==> src/rtl/updown_counter_gen_pkg.sv <==
// Shared encodings for the up/down counter family.
// Latency: n/a (types and constants only).
// Backpressure: n/a.
// Contents: direction and bound-mode encodings used by the top and next-value calculator.
package counter_pkg;

  typedef enum logic {
    DIR_DOWN = 1'b0,
    DIR_UP   = 1'b1
  } dir_e;

  typedef enum logic {
    MODE_WRAP = 1'b0,
    MODE_SAT  = 1'b1
  } mode_e;

endpackage

==> src/rtl/updown_counter_gen_if.sv <==
// Control/status bundle between a counter user and updown_counter_gen.
// Latency: n/a (wiring only).
// Backpressure: none; the counter accepts a command every cycle.
// Signals: enable, direction, step, load, load_value, clear_flags (to counter);
//          counter_out, wrap, ovf_sticky, at_max, at_min (from counter).
interface updown_counter_gen_if #(
  parameter int WIDTH  = 8,
  parameter int STEP_W = 4
);

  logic              enable;
  logic              direction;
  logic [STEP_W-1:0] step;
  logic              load;
  logic [WIDTH-1:0]  load_value;
  logic              clear_flags;
  logic [WIDTH-1:0]  counter_out;
  logic              wrap;
  logic              ovf_sticky;
  logic              at_max;
  logic              at_min;

  modport master (
    output enable, direction, step, load, load_value, clear_flags,
    input  counter_out, wrap, ovf_sticky, at_max, at_min
  );

  modport slave (
    input  enable, direction, step, load, load_value, clear_flags,
    output counter_out, wrap, ovf_sticky, at_max, at_min
  );

endinterface

==> src/rtl/updown_counter_gen_next_calc.sv <==
// Next-count calculator: applies one up/down step with wrap or clamp at 0..MAX_COUNT.
// Latency: combinational.
// Backpressure: none.
// Ports: i_count, i_step, i_direction, i_mode in; o_next (next value), o_crossed (bound hit) out.
module counter_next_calc
  import counter_pkg::*;
#(
  parameter int WIDTH     = 8,
  parameter int MAX_COUNT = 255,
  parameter int STEP_W    = 4
) (
  input  logic [WIDTH-1:0]  i_count,
  input  logic [STEP_W-1:0] i_step,
  input  dir_e              i_direction,
  input  mode_e             i_mode,
  output logic [WIDTH-1:0]  o_next,
  output logic              o_crossed
);

  // Bound compares use one extra bit so count+step cannot truncate before the test.
  localparam logic [WIDTH:0]   LP_MAX_WIDE = (WIDTH+1)'(MAX_COUNT);
  localparam logic [WIDTH-1:0] LP_MAX      = WIDTH'(MAX_COUNT);
  // Modulus taken mod 2**WIDTH: every result lies in 0..MAX_COUNT, so
  // WIDTH-bit modular arithmetic gives the exact value even when MAX_COUNT+1 == 2**WIDTH.
  localparam logic [WIDTH-1:0] LP_MOD      = WIDTH'(MAX_COUNT + 1);

  logic [WIDTH:0]   w_count_wide;
  logic [WIDTH:0]   w_step_wide;
  logic [WIDTH:0]   w_sum_wide;
  logic [WIDTH-1:0] w_step_n;

  assign w_count_wide = {1'b0, i_count};
  assign w_step_wide  = (WIDTH+1)'(i_step);
  assign w_sum_wide   = w_count_wide + w_step_wide;
  assign w_step_n     = WIDTH'(i_step);

  always_comb begin
    o_next    = i_count;
    o_crossed = 1'b0;
    if (i_direction == DIR_UP) begin
      if (w_sum_wide > LP_MAX_WIDE) begin
        o_crossed = 1'b1;
        o_next    = (i_mode == MODE_SAT) ? LP_MAX : (i_count + w_step_n - LP_MOD);
      end else begin
        o_next = i_count + w_step_n;
      end
    end else begin
      if (w_step_wide > w_count_wide) begin
        o_crossed = 1'b1;
        o_next    = (i_mode == MODE_SAT) ? '0 : (i_count + LP_MOD - w_step_n);
      end else begin
        o_next = i_count - w_step_n;
      end
    end
  end

endmodule

==> src/rtl/updown_counter_gen.sv <==
// Parametrised up/down counter with load, wrap/saturate bounds and wrap/sticky/limit flags.
// Latency: counter_out/wrap/ovf_sticky 1 cycle after inputs sampled; at_max/at_min 0 cycles from counter_out.
// Backpressure: none; a command is consumed every cycle.
// Ports: i_clk, i_rst (sync, active-high); io_bus (slave modport) carries commands and status.
module updown_counter_gen
  import counter_pkg::*;
#(
  parameter int WIDTH     = 8,
  parameter int MAX_COUNT = 2**WIDTH - 1,
  parameter int STEP_W    = 4,
  parameter int SATURATE  = 0
) (
  input  logic                 i_clk,
  input  logic                 i_rst,
  updown_counter_gen_if.slave  io_bus
);

  localparam logic [WIDTH-1:0] LP_MAX  = WIDTH'(MAX_COUNT);
  localparam mode_e            LP_MODE = (SATURATE != 0) ? MODE_SAT : MODE_WRAP;

  // A step larger than the range would make a single modulo wrap ambiguous.
  if (MAX_COUNT < 1 || MAX_COUNT > 2**WIDTH - 1) begin : g_bad_max
    $error("updown_counter_gen: MAX_COUNT must be in 1..2**WIDTH-1");
  end
  if ((2**STEP_W - 1) > MAX_COUNT) begin : g_bad_step
    $error("updown_counter_gen: 2**STEP_W-1 exceeds MAX_COUNT");
  end

  logic [WIDTH-1:0] r_count;
  logic             r_wrap;
  logic             r_sticky;

  logic [WIDTH-1:0] w_next;
  logic             w_crossed;
  logic [WIDTH-1:0] w_load_clamped;
  logic             w_wrap_set;

  counter_next_calc #(
    .WIDTH     (WIDTH),
    .MAX_COUNT (MAX_COUNT),
    .STEP_W    (STEP_W)
  ) u_next_calc (
    .i_count     (r_count),
    .i_step      (io_bus.step),
    .i_direction (dir_e'(io_bus.direction)),
    .i_mode      (LP_MODE),
    .o_next      (w_next),
    .o_crossed   (w_crossed)
  );

  assign w_load_clamped = (io_bus.load_value > LP_MAX) ? LP_MAX : io_bus.load_value;
  // Load outranks counting, so a crossing computed in a load cycle is discarded.
  assign w_wrap_set     = io_bus.enable && !io_bus.load && w_crossed;

  always_ff @(posedge i_clk) begin
    if (i_rst) begin
      r_count  <= '0;
      r_wrap   <= 1'b0;
      r_sticky <= 1'b0;
    end else begin
      if (io_bus.load) begin
        r_count <= w_load_clamped;
      end else if (io_bus.enable) begin
        r_count <= w_next;
      end
      r_wrap <= w_wrap_set;
      // A new wrap beats a simultaneous clear so no event is lost.
      if (w_wrap_set) begin
        r_sticky <= 1'b1;
      end else if (io_bus.clear_flags) begin
        r_sticky <= 1'b0;
      end
    end
  end

  assign io_bus.counter_out = r_count;
  assign io_bus.wrap        = r_wrap;
  assign io_bus.ovf_sticky  = r_sticky;
  assign io_bus.at_max      = (r_count == LP_MAX);
  assign io_bus.at_min      = (r_count == '0);

endmodule

==> src/flat_wrapper.sv <==
// flat-port wrapper written by rule: the top's interface ports become plain ports
module updown_counter_gen_flat import counter_pkg::*;
#(
  parameter int WIDTH     = 8,
  parameter int MAX_COUNT = 2**WIDTH - 1,
  parameter int STEP_W    = 4,
  parameter int SATURATE  = 0
)
  (i_clk, i_rst, io_bus_enable, io_bus_direction, io_bus_step, io_bus_load, io_bus_load_value, io_bus_clear_flags, io_bus_counter_out, io_bus_wrap, io_bus_ovf_sticky, io_bus_at_max, io_bus_at_min);
  updown_counter_gen_if #(.WIDTH(WIDTH), .STEP_W(STEP_W)) io_bus_i ();
  input  logic i_clk;
  input  logic i_rst;
  input wire logic [$bits(io_bus_i.enable)-1:0] io_bus_enable;
  input wire logic [$bits(io_bus_i.direction)-1:0] io_bus_direction;
  input wire logic [$bits(io_bus_i.step)-1:0] io_bus_step;
  input wire logic [$bits(io_bus_i.load)-1:0] io_bus_load;
  input wire logic [$bits(io_bus_i.load_value)-1:0] io_bus_load_value;
  input wire logic [$bits(io_bus_i.clear_flags)-1:0] io_bus_clear_flags;
  output wire logic [$bits(io_bus_i.counter_out)-1:0] io_bus_counter_out;
  output wire logic [$bits(io_bus_i.wrap)-1:0] io_bus_wrap;
  output wire logic [$bits(io_bus_i.ovf_sticky)-1:0] io_bus_ovf_sticky;
  output wire logic [$bits(io_bus_i.at_max)-1:0] io_bus_at_max;
  output wire logic [$bits(io_bus_i.at_min)-1:0] io_bus_at_min;
  assign io_bus_i.enable = io_bus_enable;
  assign io_bus_i.direction = io_bus_direction;
  assign io_bus_i.step = io_bus_step;
  assign io_bus_i.load = io_bus_load;
  assign io_bus_i.load_value = io_bus_load_value;
  assign io_bus_i.clear_flags = io_bus_clear_flags;
  assign io_bus_counter_out = io_bus_i.counter_out;
  assign io_bus_wrap = io_bus_i.wrap;
  assign io_bus_ovf_sticky = io_bus_i.ovf_sticky;
  assign io_bus_at_max = io_bus_i.at_max;
  assign io_bus_at_min = io_bus_i.at_min;
  updown_counter_gen #(.WIDTH(WIDTH), .MAX_COUNT(MAX_COUNT), .STEP_W(STEP_W), .SATURATE(SATURATE)) u_core (.i_clk(i_clk), .i_rst(i_rst), .io_bus(io_bus_i));
endmodule
==> config.mk <==
export PLATFORM = sky130hd
export DESIGN_NAME = updown_counter_gen_flat
export DESIGN_NICKNAME = d
export VERILOG_FILES = /design/src/rtl/updown_counter_gen_pkg.sv /design/src/rtl/updown_counter_gen_if.sv /design/src/rtl/updown_counter_gen_next_calc.sv /design/src/rtl/updown_counter_gen.sv /design/src/flat_wrapper.sv
export SDC_FILE = /design/constraint.sdc
export NUM_CORES = 1
export LEC_CHECK = 0
export ABC_CLOCK_PERIOD_IN_PS = 5300
export BUFFER_PORTS_ARGS = -buffer_cell sky130_fd_sc_hd__buf_4
export CORE_UTILIZATION = 54
export CTS_CLUSTER_SIZE = 20
export DETAILED_ROUTE_END_ITERATION = 10
export GPL_TIMING_DRIVEN = 0
export PLACE_DENSITY_LB_ADDON = 0.12
export SLEW_MARGIN = 15
export SYNTH_ARGS = -nofsm -noshare
export SYNTH_HDL_FRONTEND = slang
export SYNTH_SLANG_ARGS = --single-unit
==> constraint.sdc <==
create_clock -name i_clk -period 5.3 [get_ports i_clk]
set_input_delay 1.325 -clock i_clk [delete_from_list [all_inputs] [get_ports i_clk]]
set_output_delay 1.325 -clock i_clk [all_outputs]
set_load 0.02 [all_outputs]
After elaboration in Yosys (flattened, before gate mapping)
Index checks and enable logic that the tools add are counted.
{"block": "word_totals", "regBits": 10, "output_inout_bits": 12, "elab_cells": 25}
{"block": "op_classes", "n_addsub": 3, "magnitude_cmp": 3, "n_eq_ne": 1, "muxes": 9, "n_reduce_logical": 6}
{"cell": "$mux W8", "count": 4}
{"cell": "$add A8 B4 Y9", "count": 1}
{"cell": "$gt A9 B8 Y1 const B", "count": 1}
{"cell": "$add A8 B4 Y8", "count": 1}
{"cell": "$eq A8 B8 Y1 const B", "count": 1}
{"cell": "$gt A4 B8 Y1", "count": 1}
{"cell": "$gt A8 B8 Y1 const B", "count": 1}
{"cell": "$logic_not A8 Y1", "count": 1}
{"cell": "$sub A8 B4 Y8", "count": 1}
{"cell": "$mux W1", "count": 5}
{"cell": "$reduce_bool A2 Y1", "count": 2}
{"cell": "$logic_and A1 B1 Y1", "count": 2}
{"cell": "$logic_not A1 Y1", "count": 1}

Depth between registers and ports, before layout
Gate-level depths: netlist of the first run.
{"block": "depth", "depth_word": 6, "ltp_mapped": 8, "mapped_depth_nobuf": 8}

By module
Synthesis of the first run repeated with hierarchy kept, for this count alone.
{"block": "unflattened", "hier_cells": 137, "area_unflattened_um2": 1102.3}
{"mod": "counter_next_calc", "n_inst": 1, "cells_per_inst": 90, "area_per_inst_um2": 633.1, "seq_area_each_um2": 0.0}
{"mod": "updown_counter_gen", "n_inst": 1, "cells_per_inst": 47, "area_per_inst_um2": 469.2, "seq_area_each_um2": 200.2}

Worst setup path before layout of the first run
No wires, ideal clock.
{"block": "synth_path", "path_type": "input to register", "startpoint": "input io_bus_step[0]", "endpoint": "register u_core.r_count[4], in the netlist u_core.io_bus.counter_out[4]", "arrival_ns": 2.722, "t_required_ns": 5.209, "slack_ns": 2.487, "path_stages": 7, "cell_sequence": "ha_1 > fa_1 > nor2b_1 > o21ai_0 > a221oi_1 > o21ai_0 > a311oi_1"}
{"block": "synth_between", "elab_chain_cells": 4}
{"element": "start: declaration", "line": "flat_wrapper.sv:15", "text": "input wire logic [$bits(io_bus_i.step)-1:0] io_bus_step;"}
{"element": "$sub A8 B4 Y8 / $add A8 B4 Y8 (equally long branches)"}
{"element": "$mux W8 (*)", "line": "updown_counter_gen_next_calc.sv:40", "text": "if (i_direction == DIR_UP) begin"}
{"element": "$mux W8 (*)", "line": "updown_counter_gen.sv:63", "text": "end else if (io_bus.enable) begin"}
{"element": "$mux W8 (*)", "line": "updown_counter_gen.sv:61", "text": "if (io_bus.load) begin"}
{"element": "end signal: assignment", "line": "updown_counter_gen.sv:62", "text": "r_count <= w_load_clamped;"}
{"element": "end signal: assignment", "line": "updown_counter_gen.sv:64", "text": "r_count <= w_next;"}
{"element": "end: declaration", "line": "updown_counter_gen.sv:29", "text": "logic [WIDTH-1:0] r_count;"}
Every way passes the cells marked *; elsewhere a longest branch is shown, timed or not. The select of a mux whose other input is x is not followed.
A chain may end at the register's enable or synchronous reset.

Worst setup path in the final report of the first run
Ends and elaborated chain as after synthesis.

==> results of run 1 <==
-- cell usage after synthesis (2+ instances only) --
cell type,instances
a211oi_1,5
or3_1,2
nor2b_1,3
nor2_1,17
buf_2,3
and3_1,2
a21boi_0,2
or4_1,2
inv_1,11
a31oi_1,2
nand4_1,2
a21oi_1,9
buf_4,2
nand2b_1,4
fa_1,2
nand2_1,2
dfxtp_1,10
o21ai_0,7
ha_1,8
o22ai_1,2
o21a_1,2
-- worst max-delay path: stages --
cell and delay (ns):
buf_4 0.12, ha_1 0.20, fa_1 0.41, nor2b_1 0.13, o21ai_0 0.15, a221oi_1 0.39, o21ai_0 0.12, a311oi_1 0.25
-- state kept, by name, indices dropped and copies added, names as in the netlist --
name,count
u_core.io_bus.counter_out,8
u_core.io_bus.ovf_sticky,1
u_core.io_bus.wrap,1
-- cells by family (layout without fill, tap and decap cells) --
group	Yosys count	count (layout)
xor gates and xnor gates	1	1
adders and majority gates	10	10
buffers and inverters	18	51
muxes	2	2
DFF	10	10
AOI/OAI and AO/OA	42	42
and+or+nand+nor	43	43
-- power breakdown --
group	internal, mW	total (mW)	switching [mW]	leakage, nW
clock	0.0418	0.0751	0.0333	0.0210
combinational	0.0477	0.101	0.0530	0.466
sequential	0.0806	0.0885	0.00794	0.0826
total	0.170	0.264	0.0942	0.570
-- metrics by stage --
step	hold slack (ns)	power (mW)
4_1_cts	0.457	0.262
2_1_floorplan	0.572	0.153
6_report	0.455	0.264
3_3_place_gp	0.436	0.185
3_5_place_dp	0.441	0.188
5_1_grt	0.486	0.277
-- how the worst max path moves through the flow --
stage / endpoint / cells after the start / start
final: u_core.io_bus.counter_out[4]$_SDFFE_PP0P_ / 8 / io_bus_step[0]
after global placement: u_core.io_bus.counter_out[4]$_SDFFE_PP0P_ / 8 / io_bus_step[0]
after floorplan: u_core.io_bus.counter_out[4]$_SDFFE_PP0P_ / 7 / io_bus_step[0]
after detailed placement: u_core.io_bus.counter_out[4]$_SDFFE_PP0P_ / 8 / io_bus_step[0]
after global routing: u_core.io_bus.counter_out[4]$_SDFFE_PP0P_ / 8 / io_bus_step[0]
after CTS: u_core.io_bus.counter_out[4]$_SDFFE_PP0P_ / 8 / io_bus_step[0]
-- final cells by class --
cell class	instances	area share
Sequential cell	10	0.158
Clock buffer	4	0.0286
Inverter	11	0.0325
Tap cell	25	0.0246
Timing Repair Buffer	29	0.171
Multi-Input combinational cell	98	0.550
Buffer	7	0.0355
-- layer usage --
layer	part of all wire	global-route usage
met2	0.48	0.526
met4	0.026	0.103
met3	0.057	0.0240
met1	0.44	0.334
met5	0	0
==> impl_results.md, run 1 <==
- Setup Skew: 0.0110 ns
- Hold-fix buffers, CTS: 0
- Worst reg2reg path depth: 8
- # setup viols final: 0
- Buffers on Ports: 29
- Max Freq: 0.344 GHz
- Max Transition Viols Final: 0
- Synth Cell Area: 985 µm²
- Worst IR drop on VDD: 0.147 mV
- Min-Delay Endpoint: u_core.io_bus.ovf_sticky$_SDFFE_PP0P_
- Ys flop type: dfxtp_1
- Fin area: 1270 µm²
- Core ar.: 1730 µm²
- Maximum buffer depth of the clock tree: 2
- First-pass GRT wire length: 4130 µm
- Fin cells: 184
- Vias per inst: 5.91
- Final WL: 2620 µm
- Layout Nets: 188
- Critical Path Sink Type: register
- Commonest non-fill, non-tap cell in the layout: buf_4
- Final hold viol count: 0
- EDFF count, synth: 0
- Top cells by area, synth: dfxtp_1 (20%), ha_1 (10%), nor2_1 (6.5%)
- Post-route minimum period: 2.91 ns
- Netlist cell types: 48
- Mean area per synthesized cell: 7.82 µm²
- Reg2reg setup slack: 3.02 ns
- Min-Delay Path Depth: 1
- Number of diodes: 0
- Post-CTS setup buffers: 0
- Layout cell share with drive strength beyond 1: 0.296
- CTS tree: yes
- Drt drc: 0
- Die Ht: 44.7 µm
- Post-synth net total: 154
- Static leakage: 0.570 nW
- Vias in the first global route: 961
- Hpwl dp: 1980 µm
- CP startpoint kind: primary input
- Root buffer cell: clkbuf_4
- I/O pins: 30
- Mux share of post-synthesis cell area: 0.0216
- DR iter-0 viols: 43
- Main combinational cell family by area after synthesis: compound AO/OA/AOI/OAI gates
- Async SR Flop Fraction: 0
- Setup TNS: 0 ns
- Data required, critical path: 5.49 ns
- ANT nets after route: 0
- Hold path startpoint: u_core.io_bus.ovf_sticky$_SDFFE_PP0P_
- Compound-cell area share of the yosys netlist: 0.299
- Adder and majority gate portion of the synthesized area: 0.142
- Post_cts resized: 0
- Leading area contributor after synthesis: dfxtp_1
- Unrepaired setup endpoints after global routing: no
- Most frequent cells in the layout: buf_4 (31), nor2_1 (17), inv_1 (11), dfxtp_1 (10), a21oi_1 (9)
- FP Rows: 15
- Sequential area share after synthesis: 0.203
- DRT Pass-1 Iters: 4
- Num Clock Sinks: 10
- Final critical-path setup slack: 2.39 ns
- Die Footprint: 2000 µm²
- Critical path class: primary input to register
- Top-area cell type share of the netlist area: 0.203
- H-tree depth: 1
- Least-Margin Pin Slew: 0.354 ns
- Post-Synth XOR/XNOR Area: 0.00889
- FILL cells: 144
- Max Cap Viol: 0
- RR Endpoint: u_core.io_bus.counter_out[4]$_SDFFE_PP0P_
- Gr ovfl total: 0
- CP max FO: 3
- Worst slew margin: 0.762
- Clock-pin slew on the worst setup and hold paths: 0.07 ns
- Pwr Density: 208 nW/µm²
- Register area: 200 µm²
- Initial core utilization: 0.570
- Worst-Skew Late Latency: 0.28 ns
- Post-Synth Simple-Gate Area: 0.238
- Worst slack, placed: 2.13 ns
- Via count: 1088
- Reg2reg start: u_core.io_bus.counter_out[0]$_SDFFE_PP0P_
- Hold Crit Class: register to register
- Final Core Density: 0.736
- Placed Instances: 180
- Mapped Cells: 126
- GPL Wtd Cong: 0.871
- Yosys Warn Count: 0
- Fin crit share: 0.549
- Mean routed wirelength per cell: 14.2 µm
- Initial antenna violation count: 0
- Largest net degree at the start of global routing: 11
- FF+latch count, synth: 10
- Worst EP arrival: 3.09 ns
- Status: completed
- Die X: 44.7 µm
- Overall Global Routing Usage: 0.282
- Num CTS Buffers: 3
- Placed cell areas: 1230 µm²
- Multi-input gate area: 698 µm²
- Syn-to-layout area delta: 29.0%
No activity file was read; power rests on OpenSTA's default activity.
==> run 2, diff against run 1 <==
--- a/config.mk
+++ b/config.mk
@@ -5,9 +5,9 @@
 export SDC_FILE = /design/constraint.sdc
 export NUM_CORES = 1
 export LEC_CHECK = 0
-export ABC_CLOCK_PERIOD_IN_PS = 5300
+export ABC_CLOCK_PERIOD_IN_PS = 2600
 export BUFFER_PORTS_ARGS = -buffer_cell sky130_fd_sc_hd__buf_4
-export CORE_UTILIZATION = 54
+export CORE_UTILIZATION = 46
 export CTS_CLUSTER_SIZE = 20
 export DETAILED_ROUTE_END_ITERATION = 10
 export GPL_TIMING_DRIVEN = 0
==> constraint.sdc (replaced) <==
create_clock -name i_clk -period 2.6 [get_ports i_clk]
set_input_delay 0.65 -clock i_clk [delete_from_list [all_inputs] [get_ports i_clk]]
set_output_delay 0.65 -clock i_clk [all_outputs]
set_load 0.02 [all_outputs]
==> impl_results.md, run 2 (synthesis gave the netlist of run 1 again) <==
- Layout cell share with drive strength beyond 1: 0.296 (unchanged)
- Static leakage: 0.570 nW (unchanged)
- Hpwl dp: 2020 µm (+1.9%)
- Overall Global Routing Usage: 0.242 (-0.0406)
- # setup viols final: 0 (unchanged)
- Fin area: 1270 µm² (+0.20%)
- Via count: 1042 (-4.2%)
- Switching Fraction: 0.343 (-0.0131)
- Critical Path Sink Type: register
- Number of diodes: 0 (unchanged)
- Root buffer cell: clkbuf_4
- Critical path class: register to register
- Layout Nets: 188 (unchanged)
- Least-Margin Pin Slew: 0.394 ns (+0.0407 ns)
- Post_cts resized: 0 (unchanged)
- Syn-to-layout area delta: 29.2%
- I/O pins: 30 (unchanged)
- CTS tree: yes
- Gr ovfl total: 0 (unchanged)
- Setup Skew: 0.00426 ns (-0.00676 ns)
- GPL Wtd Cong: 0.852 (-2.2%)
- FP Rows: 16 (+1)
- Mean routed wirelength per cell: 13.6 µm (-4.5%)
- Commonest non-fill, non-tap cell in the layout: buf_4
- First-pass GRT wire length: 3860 µm (-6.3%)
- Worst IR drop on VDD: 0.435 mV (+200%)
- CP max FO: 6 (+3)
- Core ar.: 1980 µm² (+15%)
- Largest net degree at the start of global routing: 11 (unchanged)
- Max Cap Viol: 0 (unchanged)
- Clock power frac: 0.275 (-0.009)
- Worst-Skew Late Latency: 0.27 ns (about the same)
- Clock-pin slew on the worst setup and hold paths: 0.07 ns (about the same)
- Final hold viol count: 0 (unchanged)
- Setup TNS: 0 ns (unchanged)
- Initial antenna violation count: 0 (unchanged)
- FILL cells: 183 (+27%)
- Hold Crit Class: register to register
- Power share of the combinational group: 0.383 (+0.002)
- Vias per inst: 5.60 (-5.3%)
- Die X: 48.3 µm (+8.0%)
- DR iter-0 viols: 16 (-63%)
- Initial core utilization: 0.497 (-0.0734)
- Max Transition Viols Final: 0 (unchanged)
- CP startpoint kind: register
- Placed Instances: 182 (+1.1%)
- Vias in the first global route: 886 (-7.8%)
- Seq pwr share: 0.342 (+0.007)
- Worst EP arrival: 2.49 ns (-0.60 ns)
- Reg2reg setup slack: 0.30 ns (-2.72 ns)
- Most frequent cells in the layout: buf_4 (31), nor2_1 (17), inv_1 (11), dfxtp_1 (10), a21oi_1 (9)
- Buffers on Ports: 29 (unchanged)
- Pwr Density: 415 nW/µm² (+99%)
- H-tree depth: 1 (unchanged)
- Worst slew margin: 0.737 (-0.0246)
- Fin cells: 186 (+1.1%)
- Maximum buffer depth of the clock tree: 2 (unchanged)
- Die Footprint: 2330 µm² (+17%)
- P_sw: 0.181 mW (+92%)
- Data required, critical path: 2.78 ns (-2.71 ns)
- ANT nets after route: 0 (unchanged)
- Hold-fix buffers, CTS: 0 (unchanged)
- Placed cell areas: 1240 µm² (+0.20%)
- Max Freq: 0.434 GHz
- Cell Int Power: 0.346 mW (+100%)
- Num Clock Sinks: 10 (unchanged)
- Fin crit share: 0.886
- Drt drc: 0 (unchanged)
- Die Ht: 48.3 µm (+8.0%)
- Max reg flops: 8 (unchanged)
- Unrepaired setup endpoints after global routing: no
- DRT Pass-1 Iters: 4 (unchanged)
- Post-CTS setup buffers: 0 (unchanged)
- Post-route minimum period: 2.30 ns
- Num CTS Buffers: 3 (unchanged)
- Status: completed
- Final WL: 2530 µm (-3.5%)
==> run 2: cell counts in the layout (fill, tap and decap cells not counted) <==
No cell type changed its count.
==> run 2: final cells by class <==
cell class	instances	area, µm²	share of cell area
inverter	11	41.3	0.0324
multi-input combinational	98	698	0.549
timing repair buffer	29	218	0.171
clock buffer	4	36.3	0.0285
tap	27	33.8	0.0265
sequential	10	200	0.157
buffer	7	45.0	0.0354
==> run 2: power groups by stage <==
stage          clock network, mW  logic [mW]  registers (mW)
2_1_floorplan                  0       0.118           0.193
3_3_place_gp                   0       0.198           0.183
3_5_place_dp                   0       0.202           0.184
4_1_cts                    0.146       0.203           0.181
5_1_grt                    0.156       0.223           0.182
6_report                   0.145       0.202           0.180
==> run 2: worst max-delay path: stages, from the launching register on <==
cell,delay [ns]
dfxtp_1,0.43
inv_1,0.07
ha_1,0.22
fa_1,0.40
nor2b_1,0.13
o21ai_0,0.13
a221oi_1,0.43
o21ai_0,0.13
a311oi_1,0.27
==> run 2: through the flow <==
step	hold slack, ns	power (mW)	utilization	setup WS [ns]
after floorplan	0.572	0.312	-	0.462
after global placement	0.436	0.381	0.624	0.0644
after detailed placement	0.447	0.386	0.624	0.0494
after CTS	0.463	0.529	0.642	0.303
after global routing	0.514	0.562	0.642	0.190
final	0.455	0.528	0.642	0.297
==> run 2: worst paths after layout <==
path | start | end | depth (start not counted)
min reg2reg | u_core.io_bus.ovf_sticky$_SDFFE_PP0P_ | u_core.io_bus.ovf_sticky$_SDFFE_PP0P_ | 1
min | u_core.io_bus.ovf_sticky$_SDFFE_PP0P_ | u_core.io_bus.ovf_sticky$_SDFFE_PP0P_ | 1
max reg2reg | u_core.io_bus.counter_out[0]$_SDFFE_PP0P_ | u_core.io_bus.counter_out[4]$_SDFFE_PP0P_ | 8
max | u_core.io_bus.counter_out[0]$_SDFFE_PP0P_ | u_core.io_bus.counter_out[4]$_SDFFE_PP0P_ | 8
==> run 2: per-layer routing <==
| metal | share of wire | vias up | GRT usage |
|---|---|---|---|
| li1 | - | 531 | - |
| met1 | 0.43 | 478 | 0.284 |
| met2 | 0.50 | 29 | 0.432 |
| met3 | 0.045 | 4 | 0.0778 |
| met4 | 0.017 | 0 | 0.0389 |
| met5 | 0 | - | 0 |
==> run 3, diff against run 2 <==
--- a/config.mk
+++ b/config.mk
@@ -5,9 +5,8 @@
 export SDC_FILE = /design/constraint.sdc
 export NUM_CORES = 1
 export LEC_CHECK = 0
-export ABC_CLOCK_PERIOD_IN_PS = 2600
 export BUFFER_PORTS_ARGS = -buffer_cell sky130_fd_sc_hd__buf_4
-export CORE_UTILIZATION = 46
+export CORE_UTILIZATION = 47
 export CTS_CLUSTER_SIZE = 20
 export DETAILED_ROUTE_END_ITERATION = 10
 export GPL_TIMING_DRIVEN = 0
@@ -15,4 +14,5 @@
 export SLEW_MARGIN = 15
 export SYNTH_ARGS = -nofsm -noshare
 export SYNTH_HDL_FRONTEND = slang
+export SYNTH_HIERARCHICAL = 1
 export SYNTH_SLANG_ARGS = --single-unit
==> impl_results.md, run 3 <==
- Status: completed
- Commonest non-fill, non-tap cell in the layout: buf_4
- Final WL: 2740 µm (+8.4%)
- Final critical-path setup slack: 0.155 ns (-0.142 ns)
- Via count: 1132 (+8.6%)
- Top cells by area, synth: dfxtp_1 (18%), ha_1 (9.1%), mux2i_1 (7.3%)
- Worst reg2reg path depth: 10 (+2)
- Synth Cell Area: 1100 µm² (+12%)
- Data required, critical path: 2.74 ns (-0.04 ns)
- Fin cells: 198 (+6.5%)
- Worst EP arrival: 2.59 ns (+0.10 ns)
- Hold Crit Class: register to register
- Final hold viol count: 0 (unchanged)
- CP startpoint kind: primary input
- Number of diodes: 0 (unchanged)
- Maximum buffer depth of the clock tree: 2 (unchanged)
- Worst slack, placed: -0.110 ns (-0.159 ns)
- # setup viols final: 0 (unchanged)
- Max reg flops: 8 (unchanged)
- Top-area cell type share of the netlist area: 0.182 (-0.0217)
- Max Freq: 0.409 GHz (-5.8%)
- CTS tree: yes
- Yosys Warn Count: 6 (+6)
- Gr ovfl total: 0 (unchanged)
- Die Ht: 50.4 µm (+4.5%)
- Post-synth top cells: a211oi_1 (10), dfxtp_1 (10), inv_1 (10), nor2b_1 (10)
- FP Rows: 17 (+1)
- DRT Pass-1 Iters: 4 (unchanged)
- Post-CTS setup buffers: 0 (unchanged)
- CP max FO: 3 (-3)
- Max Cap Viol: 0 (unchanged)
- FILL cells: 213 (+16%)
- DR iter-0 viols: 34 (+18)
- ANT nets after route: 0 (unchanged)
- Post_cts resized: 0 (unchanged)
- Largest net degree at the start of global routing: 12 (+1)
- Worst IR drop on VDD: 0.317 mV (-27%)
- Mapped Cells: 137 (+8.7%)
- Final hold slack: 0.455 ns (-0.0000330 ns)
- Num CTS Buffers: 3 (unchanged)
- EDFF count, synth: 0 (unchanged)
- H-tree depth: 1 (unchanged)
- GPL Wtd Cong: 0.874 (+2.6%)
- Vias per inst: 5.72 (+2.1%)
- Async SR Flop Fraction: 0 (unchanged)
- Setup Skew: 0.00593 ns (+0.00167 ns)
- Layout cell share with drive strength beyond 1: 0.253 (-0.0427)
- CP max-delay cell: fa_1
- Max incr delay on CP: 0.40 ns (-0.03 ns)
- Leading area contributor after synthesis: dfxtp_1
- Worst-Skew Late Latency: 0.27 ns (about the same)
- Min-Delay Path Depth: 1 (unchanged)
- Critical Path Sink Type: register
- I/O pins: 30 (unchanged)
- Placed Instances: 195 (+7.1%)
- Unrepaired setup endpoints after global routing: no
- Multi-input gate area: 837 µm² (+20%)
- Fin crit share: 0.940 (+0.0546)
- Static leakage: 0.635 nW (+11%)
- FF+latch count, synth: 10 (unchanged)
- Core ar.: 2210 µm² (+12%)
- Most frequent cells in the layout: buf_4 (29), inv_1 (10), nor2b_1 (10), a211oi_1 (10), dfxtp_1 (10)
- Top delay family on crit path: adder cells
- Buf/Inv on CP: 1 (unchanged)
- Post-route minimum period: 2.44 ns (+0.142 ns)
- Pwr Density: 403 nW/µm² (-2.9%)
- Drt drc: 0 (unchanged)
- Hold-fix buffers, CTS: 0 (unchanged)
- Layout Nets: 200 (+6.4%)
- First-pass GRT wire length: 4530 µm (+17%)
- Ys flop type: dfxtp_1
- Setup TNS: 0 ns (unchanged)
- Initial antenna violation count: 0 (unchanged)
- Max Transition Viols Final: 0 (unchanged)
- Clock-pin slew on the worst setup and hold paths: 0.06 ns (about the same)
- Critical path class: primary input to register
- Overall Global Routing Usage: 0.230 (-0.0112)
- Initial core utilization: 0.498 (+0.00146)
- Die Footprint: 2540 µm² (+9.2%)
- Sequential area share after synthesis: 0.182 (-0.0217)
- Final Core Density: 0.621 (-0.0210)
- CP Cell Sequence: buf_4 -> ha_1 -> fa_1 -> nor3b_1 -> or3_1 -> xor2_1 -> a221o_1 -> mux2i_1 -> a211oi_1
- Num Clock Sinks: 10 (unchanged)
- Vias in the first global route: 956 (+7.9%)
- Mean area per synthesized cell: 8.05 µm² (+3.0%)
- Root buffer cell: clkbuf_4
- Die X: 50.4 µm (+4.5%)
- Netlist cell types: 47 (-2.1%)
- Hpwl dp: 2160 µm (+7.0%)
- Buffers on Ports: 27 (-6.9%)
- Mean routed wirelength per cell: 13.8 µm (+1.8%)
- Stages on the worst setup path: 9 (+1)
- Register area: 200 µm² (unchanged)
- Syn-to-layout area delta: 24.6%
-- run 3: layout make-up --
type	count	share of cell area
Sequential cell	10	0.146
Buffer	7	0.0282
Clock buffer	3	0.0164
Inverter	10	0.0273
Timing Repair Buffer	27	0.148
Tap cell	28	0.0255
Multi-Input combinational cell	113	0.609
-- run 3: power breakdown --
part / total (mW) / leakage (nW) / internal [mW] / switching, mW
combinational: 0.257 / 0.538 / 0.122 / 0.135
clock: 0.109 / 0.0138 / 0.0535 / 0.0558
sequential: 0.187 / 0.0828 / 0.165 / 0.0223
total: 0.553 / 0.635 / 0.341 / 0.213
-- run 3: worst reg2reg max path, delay by kind of cell (launching register included) --
family / cells / cell delay (ns)
muxes: 1 / 0.11
adders and majority gates: 2 / 0.57
DFF: 1 / 0.36
AOI/OAI and AO/OA: 5 / 1.12
buffers and inverters: 2 / 0.13
-- run 3: cell families (layout without fill, tap and decap cells) --
group           Yosys count  in the layout  synth area share
mux                       8              8            0.0726
fa+ha+maj                10             10             0.127
buf+inv                  17             47            0.0692
compound gates           39             39             0.260
flops                    10             10             0.182
simple gates             48             48             0.254
other cells               1              4           0.00340
xor+xnor                  4              4            0.0318
-- run 3: per-stage QoR --
| step | cell area [µm²] | total power [mW] |
|---|---|---|
| 2_1_floorplan | 1110 | 0.366 |
| 3_3_place_gp | 1350 | 0.439 |
| 3_5_place_dp | 1350 | 0.444 |
| 4_1_cts | 1370 | 0.552 |
| 5_1_grt | 1370 | 0.594 |
| 6_report | 1370 | 0.553 |
-- run 3: worst paths after layout --
check | slack (ns) | start | endpoint
worst max register to register | 0.23 | u_core/io_bus.counter_out[0]$_SDFFE_PP0P_ | u_core/io_bus.counter_out[6]$_SDFFE_PP0P_
worst min register to register | 0.46 | u_core/io_bus.ovf_sticky$_SDFFE_PP0P_ | u_core/io_bus.ovf_sticky$_SDFFE_PP0P_
worst min-delay path | 0.46 | u_core/io_bus.ovf_sticky$_SDFFE_PP0P_ | u_core/io_bus.ovf_sticky$_SDFFE_PP0P_
worst max-delay path | 0.16 | io_bus_step[0] | u_core/io_bus.counter_out[4]$_SDFFE_PP0P_
-- run 3: per-layer routing --
layer  wire [µm]  global-route usage
met1        1270               0.336
met2        1340               0.371
met3         139              0.0455
met4           0                   0
met5           0                   0
